## src/rtl/instruction_sequencer.sv

```systemverilog
// instruction_sequencer: fetch/decode/execute/commit sequencer with fetch timeout, halt control and field decode
// Ports:
//   CLK, RESETN (async, active-high)
//   DIN, MEM_RDY     instruction word and its valid strobe during fetch
//   STALL            holds the execute phase
//   HALT_REQ, RESUME halt level and resume pulse
//   CCZ/CCC/CCV/CCP  condition flags sampled in decode
//   FETCH..HALTED    one-hot phase indicators (all low in reset)
//   GPX/OPX/INCX/SKIPX/CCX/ARGX/ARGA/ARGB  fields decoded from the instruction register
//   DO_JUMP, ADDRX, WRITEN (active-low), BUS_ERR
module instruction_sequencer #(
  parameter int IW  = 16,
  parameter int RW  = 4,
  parameter int TMO = 15
) (
  input  logic          CLK,
  input  logic          RESETN,
  input  logic [IW-1:0] DIN,
  input  logic          MEM_RDY,
  input  logic          STALL,
  input  logic          HALT_REQ,
  input  logic          RESUME,
  input  logic          CCZ,
  input  logic          CCC,
  input  logic          CCV,
  input  logic          CCP,
  output logic          FETCH,
  output logic          DECODE,
  output logic          EXECUTE,
  output logic          COMMIT,
  output logic          HALTED,
  output logic [1:0]    GPX,
  output logic [3:0]    OPX,
  output logic [1:0]    INCX,
  output logic [1:0]    SKIPX,
  output logic [1:0]    CCX,
  output logic [1:0]    ARGX,
  output logic [RW-1:0] ARGA,
  output logic [RW-1:0] ARGB,
  output logic          DO_JUMP,
  output logic [1:0]    ADDRX,
  output logic          WRITEN,
  output logic          BUS_ERR
);
  typedef enum logic [2:0] {S_RST, S_FETCH, S_DECODE, S_EXEC, S_COMMIT, S_HALT} state_t;
  state_t        r_state;
  logic [IW-1:0] r_ir;
  logic [7:0]    r_wcnt;
  logic          r_do_jump;
  logic          r_bus_err;
  logic [1:0]    w_g;
  logic [1:0]    w_hi;
  logic [1:0]    w_lo;
  logic [3:0]    w_flags;
  logic          w_jump;
  logic          w_halt_instr;
  logic          w_unused;
  assign w_g  = r_ir[IW-1:IW-2];
  assign w_hi = r_ir[IW-3:IW-4];
  assign w_lo = r_ir[2*RW+1:2*RW];
  // some IR bits carry no field for wider builds
  assign w_unused = ^r_ir;
  assign GPX   = w_g;
  assign ARGA  = r_ir[2*RW-1:RW];
  assign ARGB  = r_ir[RW-1:0];
  assign OPX   = w_g == 2'd0 ? {1'b0, r_ir[IW-3:IW-5]} :
                 w_g == 2'd3 ? r_ir[IW-3:IW-6] : {2'b00, r_ir[IW-5:IW-6]};
  assign INCX  = w_g == 2'd1 ? w_hi : 2'd0;
  assign SKIPX = w_g == 2'd2 ? w_hi : 2'd0;
  assign CCX   = w_g == 2'd2 ? w_lo : 2'd0;
  assign ARGX  = w_g[0] ? w_lo : 2'd0;
  // flag selected by CCX: 0 C, 1 Z, 2 P, 3 V
  assign w_flags = {CCV, CCP, CCZ, CCC};
  // unconditional skip when SKIPX[1]=0, otherwise flag must equal SKIPX[0]
  assign w_jump       = w_g == 2'd2 && (!SKIPX[1] || w_flags[CCX] == SKIPX[0]);
  assign w_halt_instr = w_g == 2'd0 && r_ir[IW-3:IW-5] == 3'b111;
  assign FETCH   = r_state == S_FETCH;
  assign DECODE  = r_state == S_DECODE;
  assign EXECUTE = r_state == S_EXEC;
  assign COMMIT  = r_state == S_COMMIT;
  assign HALTED  = r_state == S_HALT;
  assign ADDRX   = FETCH ? 2'd1 : 2'd0;
  assign WRITEN  = !COMMIT;
  assign DO_JUMP = r_do_jump;
  assign BUS_ERR = r_bus_err;
  always_ff @(posedge CLK or posedge RESETN) begin
    if (RESETN) begin
      r_state   <= S_RST;
      r_ir      <= '0;
      r_wcnt    <= '0;
      r_do_jump <= 1'b0;
      r_bus_err <= 1'b0;
    end else begin
      r_bus_err <= 1'b0;
      // counter only runs while fetching, so every fetch entry starts from zero
      if (r_state != S_FETCH) r_wcnt <= '0;
      case (r_state)
        S_RST:    r_state <= S_FETCH;
        S_FETCH:
          if (MEM_RDY) begin
            r_ir    <= DIN;
            r_state <= S_DECODE;
          end else if (r_wcnt == 8'(TMO)) begin
            r_bus_err <= 1'b1;
            r_state   <= S_HALT;
          end else r_wcnt <= r_wcnt + 8'd1;
        S_DECODE: begin
          r_do_jump <= w_jump;
          r_state   <= S_EXEC;
        end
        S_EXEC:   if (!STALL) r_state <= S_COMMIT;
        S_COMMIT: r_state <= (HALT_REQ || w_halt_instr) ? S_HALT : S_FETCH;
        S_HALT:   if (RESUME && !HALT_REQ) r_state <= S_FETCH;
        default:  r_state <= S_RST;
      endcase
    end
  end
endmodule

```

## config.mk

```make
export PLATFORM = sky130hd
export DESIGN_NAME = instruction_sequencer
export DESIGN_NICKNAME = d
export VERILOG_FILES = /design/src/rtl/instruction_sequencer.sv
export SDC_FILE = /design/constraint.sdc
export NUM_CORES = 1
export LEC_CHECK = 0
export CAP_MARGIN = 20
export CELL_PAD_IN_SITES_DETAIL_PLACEMENT = 0
export CELL_PAD_IN_SITES_GLOBAL_PLACEMENT = 1
export CORE_ASPECT_RATIO = 1.75
export CORE_MARGIN = 3
export CORE_UTILIZATION = 35
export DETAILED_ROUTE_END_ITERATION = 10
export PLACE_DENSITY = 0.89
export SETUP_SLACK_MARGIN = 0.3
export SLEW_MARGIN = 10
export SYNTH_ARGS = -nofsm -noshare
export SYNTH_HDL_FRONTEND = slang
export SYNTH_SLANG_ARGS = --single-unit
export TNS_END_PERCENT = 20
```

## constraint.sdc

```tcl
create_clock -name CLK -period 3.4 [get_ports CLK]
set_input_delay 0.68 -clock CLK [delete_from_list [all_inputs] [get_ports CLK]]
set_output_delay 0.68 -clock CLK [all_outputs]
set_load 0.005 [all_outputs]
```

==> results of run 1 <==
[synth_stat cells]
cell type,number
nand2_1,6
or2_2,1
nand3_1,7
nor2_4,1
a211o_1,1
and2_4,1
nor2b_1,2
dfrtp_1,29
a41oi_1,1
and3b_1,2
or3_1,2
inv_1,6
o21ai_1,1
nor2b_2,1
and2_1,7
xor2_1,1
conb_1,1
o21ai_0,4
or4_4,1
a22o_1,1
a22oi_1,1
a21oi_1,5
nor2_1,10
o21a_4,1
nand4_1,1
buf_4,13
and3_1,3
xnor2_1,2
nor3_1,5
ha_1,1
a31oi_1,1
mux2_2,18
nand3b_1,2
mux2i_1,5
nand2_2,1
[stage by stage]
stage,cell area (sq um),worst slack (ps),instances,util [%]
2_1_floorplan,1550,1710,145,-
3_3_place_gp,2080,1080,238,49.6
3_5_place_dp,2080,1060,238,49.6
4_1_cts,2160,799,245,51.6
5_1_grt,2160,700,245,51.6
6_report,2160,826,245,51.6
[cell type report]
type                       instances  area, sq um  area share (%)
inverter                           6         22.5            1.04
tap                               49         61.3            2.83
timing repair buffer              57          568            26.3
multi-input combinational         97          699            32.3
sequential                        29          726            33.5
clock buffer                       7         86.3            3.99
[flip-flops by register name, summed over array words and instances (netlist names)]
register and cells:
r_state 3, r_wcnt 8, r_ir 16, BUS_ERR 1, DO_JUMP 1
[kinds of logic after synthesis]
family                     count (synthesis)  synth area share [%]
other                                      1                 0.243
adders and majority gates                  1                 0.810
DFF                                       29                  47.0
and+or+nand+nor                           53                  19.4
buffers and inverters                     19                  7.77
AOI/OAI and AO/OA                         16                  6.80
xor gates and xnor gates                   3                  1.70
muxes                                     23                  16.4
[how the worst max path moves through the flow]
stage,to,start,cells after the start
2_1_floorplan,OPX[0],r_ir[14],2
3_3_place_gp,r_ir[7],MEM_RDY,4
3_5_place_dp,r_ir[7],MEM_RDY,4
4_1_cts,DECODE,r_state[1],3
5_1_grt,DECODE,r_state[1],3
6_report,DECODE,r_state[1],3
[critical path: stages (launching register included)]
cell and delay (ps):
dfrtp_1 400, inv_1 110, nor3_1 490, clkdlybuf4s50_1 620
[power groups by stage]
stage / logic, uW / registers [uW] / clock network (uW)
after floorplan: 494 / 574 / 0
after CTS: 820 / 605 / 289
after global routing: 878 / 629 / 305
after global placement: 811 / 605 / 0
final: 803 / 602 / 275
after detailed placement: 817 / 612 / 0
[layer usage]
metal | wire, microns | vias up
li1 | - | 592
met1 | 1250 | 588
met2 | 1850 | 31
met3 | 153 | 5
met4 | 57 | 0
met5 | 0 | -
==> flow_metrics.tcl, run 1 <==
set metrics [dict create \
    outcome "completed" \
    r2r_start "r_state[2]" \
    core_sq_um 4190 \
    yosysTopAreaCell "dfrtp_1" \
    yosys_register_bits 29 \
    path_class "register to output pin" \
    hp-start "r_ir[10]" \
    power.density_nw_per_um2 776 \
    hold_class "register to register" \
    n_antenna_cell 0 \
    clock_sinks 29 \
    use_met1_pct 15.1 \
    area_growth_pct 40.0 \
    maxSlewHeadroom_pct 62.5 \
    tightest_slew_ps 558 \
    critPathRequiredTime_ps 2720 \
    fp.dieW_microns 56.2 \
    start_kind "register" \
    synth_cells 145 \
    busiest_layer "met2" \
    drtAntennaViolNets 0 \
    final_cell_mix "clkdlybuf4s50_1, dfrtp_1, mux2_2" \
    cp_max_fo 5 \
    use_met2_pct 24.7 \
    cap_violations 0 \
    dieHeight_microns 93.9 \
    r2r_end "r_ir[7]" \
    cp.arrival_ps 1890 \
    nNetsFinal 223 \
    r2r_cells 4 \
    vias 1216 \
    numCtsBuffers 5 \
    start_util_pct 36.9 \
    switching_power_uw 521 \
    fin_worst_skew_ps 3.12 \
    wl_per_cell_microns 13.5 \
    synth_area_leaders "dfrtp_1, mux2_2, buf_4" \
    cts_root_buf "clkbuf_8" \
    swShare_pct 31.0 \
    fin_setup_tns_ps 0 \
    layout_commonest_cell "clkdlybuf4s50_1" \
    ios 58 \
    reg2reg_slack_ps 1650 \
    end_kind "output pin" \
    vias_per_cell 4.96 \
    grt_antenna_before_repair 0 \
    yosysWarnings 0 \
    fill_cells 402 \
    ys_seq_area_share_pct 47.0 \
    clkPwrFrac_pct 16.3 \
    yosysTopAreaCellShare_pct 47.0 \
    use_met3_pct 3.58 \
    row_count 31 \
    peakVddDrop_v 0.000441 \
    postCtsHoldBufs 0 \
    worst_hold_slack_ps 503 \
    clk_pin_slew_ps 60 \
    cts_setup_buffers 0 \
    hold_viol 0 \
    grt_max_degree 30 \
    drt-initial-drc-count 17 \
    syn_area_per_cell_sq_um 10.7 \
    grt_overflow_total 0 \
    grt_pass1_wl_microns 5620 \
    cts_resized 0 \
    grt_usage_pct 13.8 \
    slew_viol_final 0 \
    ys_types 35 \
    clk_latency_ps 270 \
    grt_pass1_vias 1179 \
    setup_viol 0 \
    intPower_uw 1160 \
    cts_buffer_depth 2 \
    finalCriticalPeriod_ps 2570 \
    pwr-share-comb_pct 47.8 \
    holdPathStages 1 \
    finalCritPeriodShare_pct 75.7 \
    hold_end "r_ir[10]" \
    seqPwrFrac_pct 35.9 \
    portBuffers 56 \
    postRouteWirelength_microns 3310 \
    fmax_ghz 0.388 \
    synth_nets 172 \
    dp_hpwl_microns 2620 \
    place_congestion 0.715 \
    rsz0062_at_grt "false" \
    fp.dieArea_sq_um 5280 \
    synth.cell_area_sq_um 1550 \
    drt_first_pass_iters 3 \
    drc_errors 0 \
    drive_gt1_share_pct 16.3 \
    power_leakage_uw 0.000926 \
    power_uw 1680 \
    cts_tree "done" \
    htree_levels 2 \
]
Note: power is estimated with default switching activity, not from simulation.
==> run 2: changes to the inputs <==
--- a/config.mk
+++ b/config.mk
@@ -10,9 +10,9 @@
 export CELL_PAD_IN_SITES_GLOBAL_PLACEMENT = 1
 export CORE_ASPECT_RATIO = 1.75
 export CORE_MARGIN = 3
-export CORE_UTILIZATION = 35
+export CORE_UTILIZATION = 30
 export DETAILED_ROUTE_END_ITERATION = 10
-export PLACE_DENSITY = 0.89
+export PLACE_DENSITY = 0.81
 export SETUP_SLACK_MARGIN = 0.3
 export SLEW_MARGIN = 10
 export SYNTH_ARGS = -nofsm -noshare
==> constraint.sdc (replaced) <==
create_clock -name CLK -period 2.1 [get_ports CLK]
set_input_delay 0.42 -clock CLK [delete_from_list [all_inputs] [get_ports CLK]]
set_output_delay 0.42 -clock CLK [all_outputs]
set_load 0.005 [all_outputs]
==> run 2 against run 1 <==
Die area up 15%. Worst setup slack worse by 680 ps. Critical path depth unchanged. Utilization down 5.5 points. Final cell count up 7.3%. Wire length up 10%. Cell area up 6.1%. Global-route usage down 0.44 points. Sequential power up 64%. Critical path type unchanged. Largest cell class unchanged.
==> flow_metrics.tcl, run 2 (same netlist as run 1, synthesis figures left out) <==
set metrics [dict create \
    cts_root_buf "clkbuf_8" \
    dpl_worst_slack_ps 137 \
    largest-register "r_ir" \
    r2r_start "r_wcnt[5]" \
    fmax_ghz 0.512 \
    cp_max_fo 5 \
    layout_commonest_cell "clkdlybuf4s50_1" \
    place_congestion 0.790 \
    hold_class "register to register" \
    fin_ws_ps 147 \
    grt_pass1_vias 1307 \
    fin_setup_tns_ps 0 \
    fill_cells 470 \
    fp.dieArea_sq_um 6080 \
    end_kind "output pin" \
    core_sq_um 4980 \
    vias 1244 \
    fp.dieW_microns 60.3 \
    postRouteWirelength_microns 3660 \
    grt_usage_pct 13.4 \
    largest_register_ffs 16 \
    ios 58 \
    critPathRequiredTime_ps 1680 \
    grt_pass1_wl_microns 6110 \
    grt_max_degree 30 \
    setup_viol 0 \
    power.density_nw_per_um2 1270 \
    vias_per_cell 4.73 \
    cp.arrival_ps 1530 \
    numCtsBuffers 5 \
    grt_overflow_total 0 \
    hp-start "r_ir[7]" \
    final_cell_mix "clkdlybuf4s50_1, dfrtp_1, mux2_2" \
    cts_tree "done" \
    clk_pin_slew_ps 60 \
    cap_violations 0 \
    row_count 34 \
    area_growth_pct 48.5 \
    critPathLaunch "r_ir[14]" \
    outcome "completed" \
    fin_worst_skew_ps 3.92 \
    power_leakage_uw 0.00105 \
    hold_viol 0 \
    dp_hpwl_microns 2790 \
    cts_buffer_depth 2 \
    grt_antenna_before_repair 0 \
    n_antenna_cell 0 \
    drt_first_pass_iters 3 \
    wl_per_cell_microns 13.9 \
    drt-initial-drc-count 22 \
    dieHeight_microns 101 \
    start_kind "register" \
    nNetsFinal 235 \
    start_util_pct 31.0 \
    peakVddDrop_v 0.000667 \
    path_class "register to output pin" \
    reg2reg_slack_ps 400 \
    finalCritPeriodShare_pct 93.0 \
    rsz0062_at_grt "true" \
    drive_gt1_share_pct 24.9 \
    htree_levels 2 \
    post-route-util_pct 46.1 \
    clock_sinks 29 \
    reg_top3 "r_ir (16), r_wcnt (8), r_state (3)" \
    drtAntennaViolNets 0 \
    power_uw 2900 \
    portBuffers 56 \
    finalCriticalPeriod_ps 1950 \
    slew_viol_final 0 \
    clk_latency_ps 270 \
    drc_errors 0 \
]
==> run 2: layout make-up <==
type | count | area [sq um] | share of cell area, %
Sequential cell | 29 | 729 | 31.8
Multi-Input combinational cell | 97 | 727 | 31.7
Timing Repair Buffer | 69 | 668 | 29.1
Clock buffer | 8 | 80.1 | 3.49
Tap cell | 54 | 67.6 | 2.94
Inverter | 6 | 22.5 | 0.981
==> run 2: repair_timing <==
item	in CTS	in global routing
resized for setup	20	5
hold buffers	0	0
endpoints found under the setup margin	19	19
pin swaps	1	0
buffers inserted	5	1
==> run 2: final timing paths <==
kind / cells past startpoint / endpoint
max: 3 / SKIPX[0]
min: 1 / r_ir[7]
max reg2reg: 5 / r_wcnt[3]
min reg2reg: 1 / r_ir[7]
max in group asynchronous: 3 / r_state[2]
min in group asynchronous: 3 / r_ir[2]
==> run 2: metal layers <==
layer  global-route usage, %  wire (microns)
met1                    14.1            1310
met2                    24.8            2130
met3                    2.95             176
met4                    4.61              48
met5                       0               0
==> run 2: worst max-delay path, cell delays in order, from the launching register on <==
cell and delay, ps:
dfrtp_2 460, nor2b_4 160, and2_1 130, clkdlybuf4s50_1 500
==> run 2: metrics by stage <==
step / std cells / cell area, sq um / hold WS [ps]
finish: 263 / 2290 / 505
global route: 263 / 2290 / 517
CTS: 262 / 2280 / 512
detailed placement: 249 / 2140 / 498
global placement: 249 / 2140 / 490
floorplan: 145 / 1550 / 470
==> run 2: where the power goes <==
part           switching [uW]  total, uW  internal, uW  leakage, uW
registers                 213        988           775     0.000359
clock network             193        428           235    0.0000395
logic                     519       1490           969     0.000655
==> run 3: changes to the inputs <==
--- a/config.mk
+++ b/config.mk
@@ -9,7 +9,7 @@
 export CELL_PAD_IN_SITES_DETAIL_PLACEMENT = 0
 export CELL_PAD_IN_SITES_GLOBAL_PLACEMENT = 1
 export CORE_ASPECT_RATIO = 1.75
-export CORE_MARGIN = 3
+export CORE_MARGIN = 5
 export CORE_UTILIZATION = 30
 export DETAILED_ROUTE_END_ITERATION = 10
 export PLACE_DENSITY = 0.81
==> run 3 against run 2 <==
Wire length decreased by 2.2%. Via count down 0.40%. Register-to-register slack better by 30 ps. Non-clock buffer count down 2. Critical path depth unchanged. Hold slack is essentially flat. Combinational power about the same. Clock-buffer cell count down 1. Global-route usage is 2.0 points lower. First-iteration DRC count up 77%. Die area increased by 11%. Largest cell class unchanged.
==> flow_metrics.tcl, run 3 (same netlist as run 1, synthesis figures left out) <==
set metrics [dict create \
    outcome "completed" \
    peakVddDrop_v 0.000740 \
    largest-register "r_ir" \
    drt-initial-drc-count 39 \
    fin_setup_tns_ps 0 \
    htree_levels 2 \
    start_util_pct 31.0 \
    power.density_nw_per_um2 1280 \
    cts_tree "done" \
    layout_commonest_cell "clkdlybuf4s50_1" \
    core_sq_um 4980 \
    grt_usage_pct 11.4 \
    portBuffers 56 \
    post-route-util_pct 46.4 \
    grt_antenna_before_repair 0 \
    slew_viol_final 0 \
    final_cell_mix "clkdlybuf4s50_1, dfrtp_1, mux2_2" \
    grt_pass1_vias 1214 \
    drive_gt1_share_pct 25.1 \
    path_class "register to output pin" \
    setup_viol 0 \
    drc_errors 0 \
    cts_buffer_depth 2 \
    grt_pass1_wl_microns 6080 \
    fill_cells 496 \
    drt_first_pass_iters 4 \
    grt_overflow_total 0 \
    finalCriticalPeriod_ps 1970 \
    reg2reg_slack_ps 430 \
    ff_latch_area_sq_um 728 \
    multi_input_comb_area_sq_um 727 \
    clk_pin_slew_ps 60 \
    r2r_end "r_wcnt[3]" \
    cp_max_fo 5 \
    reg_top3 "r_ir (16), r_wcnt (8), r_state (3)" \
    cap_violations 0 \
    end_kind "output pin" \
    cts_root_buf "clkbuf_8" \
    fmax_ghz 0.508 \
    r2r_cells 5 \
    dieHeight_microns 105 \
    area_growth_pct 49.6 \
    critPathRequiredTime_ps 1680 \
    largest_register_ffs 16 \
    wl_per_cell_microns 13.7 \
    fin_worst_skew_ps 5.86 \
    clk_latency_ps 280 \
    hold_class "input pin to async pin" \
    finalCritPeriodShare_pct 93.7 \
    vias_per_cell 4.75 \
    place_congestion 0.751 \
    row_count 34 \
    fp.dieW_microns 64.3 \
    hold_viol 0 \
    drtAntennaViolNets 0 \
    r2r_start "r_wcnt[5]" \
    postRouteWirelength_microns 3580 \
    start_kind "register" \
    rsz0062_at_grt "true" \
    grt_max_degree 30 \
    dp_hpwl_microns 2760 \
    fp.dieArea_sq_um 6740 \
    power_leakage_uw 0.00107 \
    clock_sinks 29 \
    nNetsFinal 233 \
    vias 1239 \
    cp.arrival_ps 1550 \
    n_antenna_cell 0 \
    ios 58 \
    numCtsBuffers 5 \
]
-- run 3: cell count changes in the layout (fill, tap and decap cells not counted) --
cell,change
dfrtp_1,+1
dlygate4sd2_1,-2
clkbuf_1,-3
buf_6,+1
clkdlybuf4s50_1,+1
clkbuf_2,-1
clkbuf_8,+2
buf_4,-2
dfrtp_2,-1
clkinv_2,+1
dlymetal6s2s_1,+1
-- run 3: layer usage --
metal | part of all wire [%] | GRT usage (%) | routed length, microns | vias to the layer above
met1 | 38 | 12.9 | 1380 | 577
met5 | 0 | 0 | 0 | -
li1 | - | - | - | 618
met4 | 2.1 | 5.24 | 74 | 0
met2 | 53 | 19.1 | 1880 | 38
met3 | 6.8 | 3.44 | 242 | 6
-- run 3: timing repair --
| action | 4_1_cts | 5_1_grt |
|---|---|---|
| setup endpoints to repair | 19 | 20 |
| buffers inserted | 4 | 0 |
| pin swaps | 1 | 1 |
| hold buffers | 0 | 0 |
| resized for setup | 16 | 7 |
-- run 3: through the flow --
step / power, uW / std cells / cell area [sq um] / setup WS (ps) / hold WS (ps)
after floorplan: 1730 / 145 / 1550 / 516 / 470
after global placement: 2400 / 249 / 2140 / 204 / 490
after detailed placement: 2410 / 249 / 2140 / 188 / 495
after CTS: 3010 / 261 / 2290 / 90.5 / 508
after global routing: 3160 / 261 / 2310 / 61.1 / 513
final: 2960 / 261 / 2310 / 133 / 505
-- run 3: critical path, cell delays in order (launching register included) --
cell             delay, ps
dfrtp_1                420
buf_4                  170
and3b_1                190
clkdlybuf4s50_1        490
-- run 3: how the worst max path moves through the flow --
stage,from,end,slack (ps),depth (start not counted)
2_1_floorplan,r_wcnt[5],r_wcnt[5],520,5
3_3_place_gp,r_ir[14],OPX[0],200,3
3_5_place_dp,r_ir[14],OPX[1],190,3
4_1_cts,r_state[0],EXECUTE,90,3
5_1_grt,r_state[1],COMMIT,60,4
6_report,r_ir[15],INCX[1],130,3
-- run 3: area by class of cell --
| cell class | instances | share of cell area (%) |
|---|---|---|
| Sequential cell | 29 | 31.5 |
| Timing Repair Buffer | 67 | 28.7 |
| Multi-Input combinational cell | 97 | 31.5 |
| Inverter | 6 | 0.975 |
| Tap cell | 54 | 2.92 |
| Clock buffer | 7 | 4.17 |
| Clock inverter | 1 | 0.217 |
-- run 3: report_power, final --
group	switching [uW]	internal (uW)	leakage [uW]
registers	216	772	0.000360
clock network	206	296	0.0000542
logic	502	966	0.000656
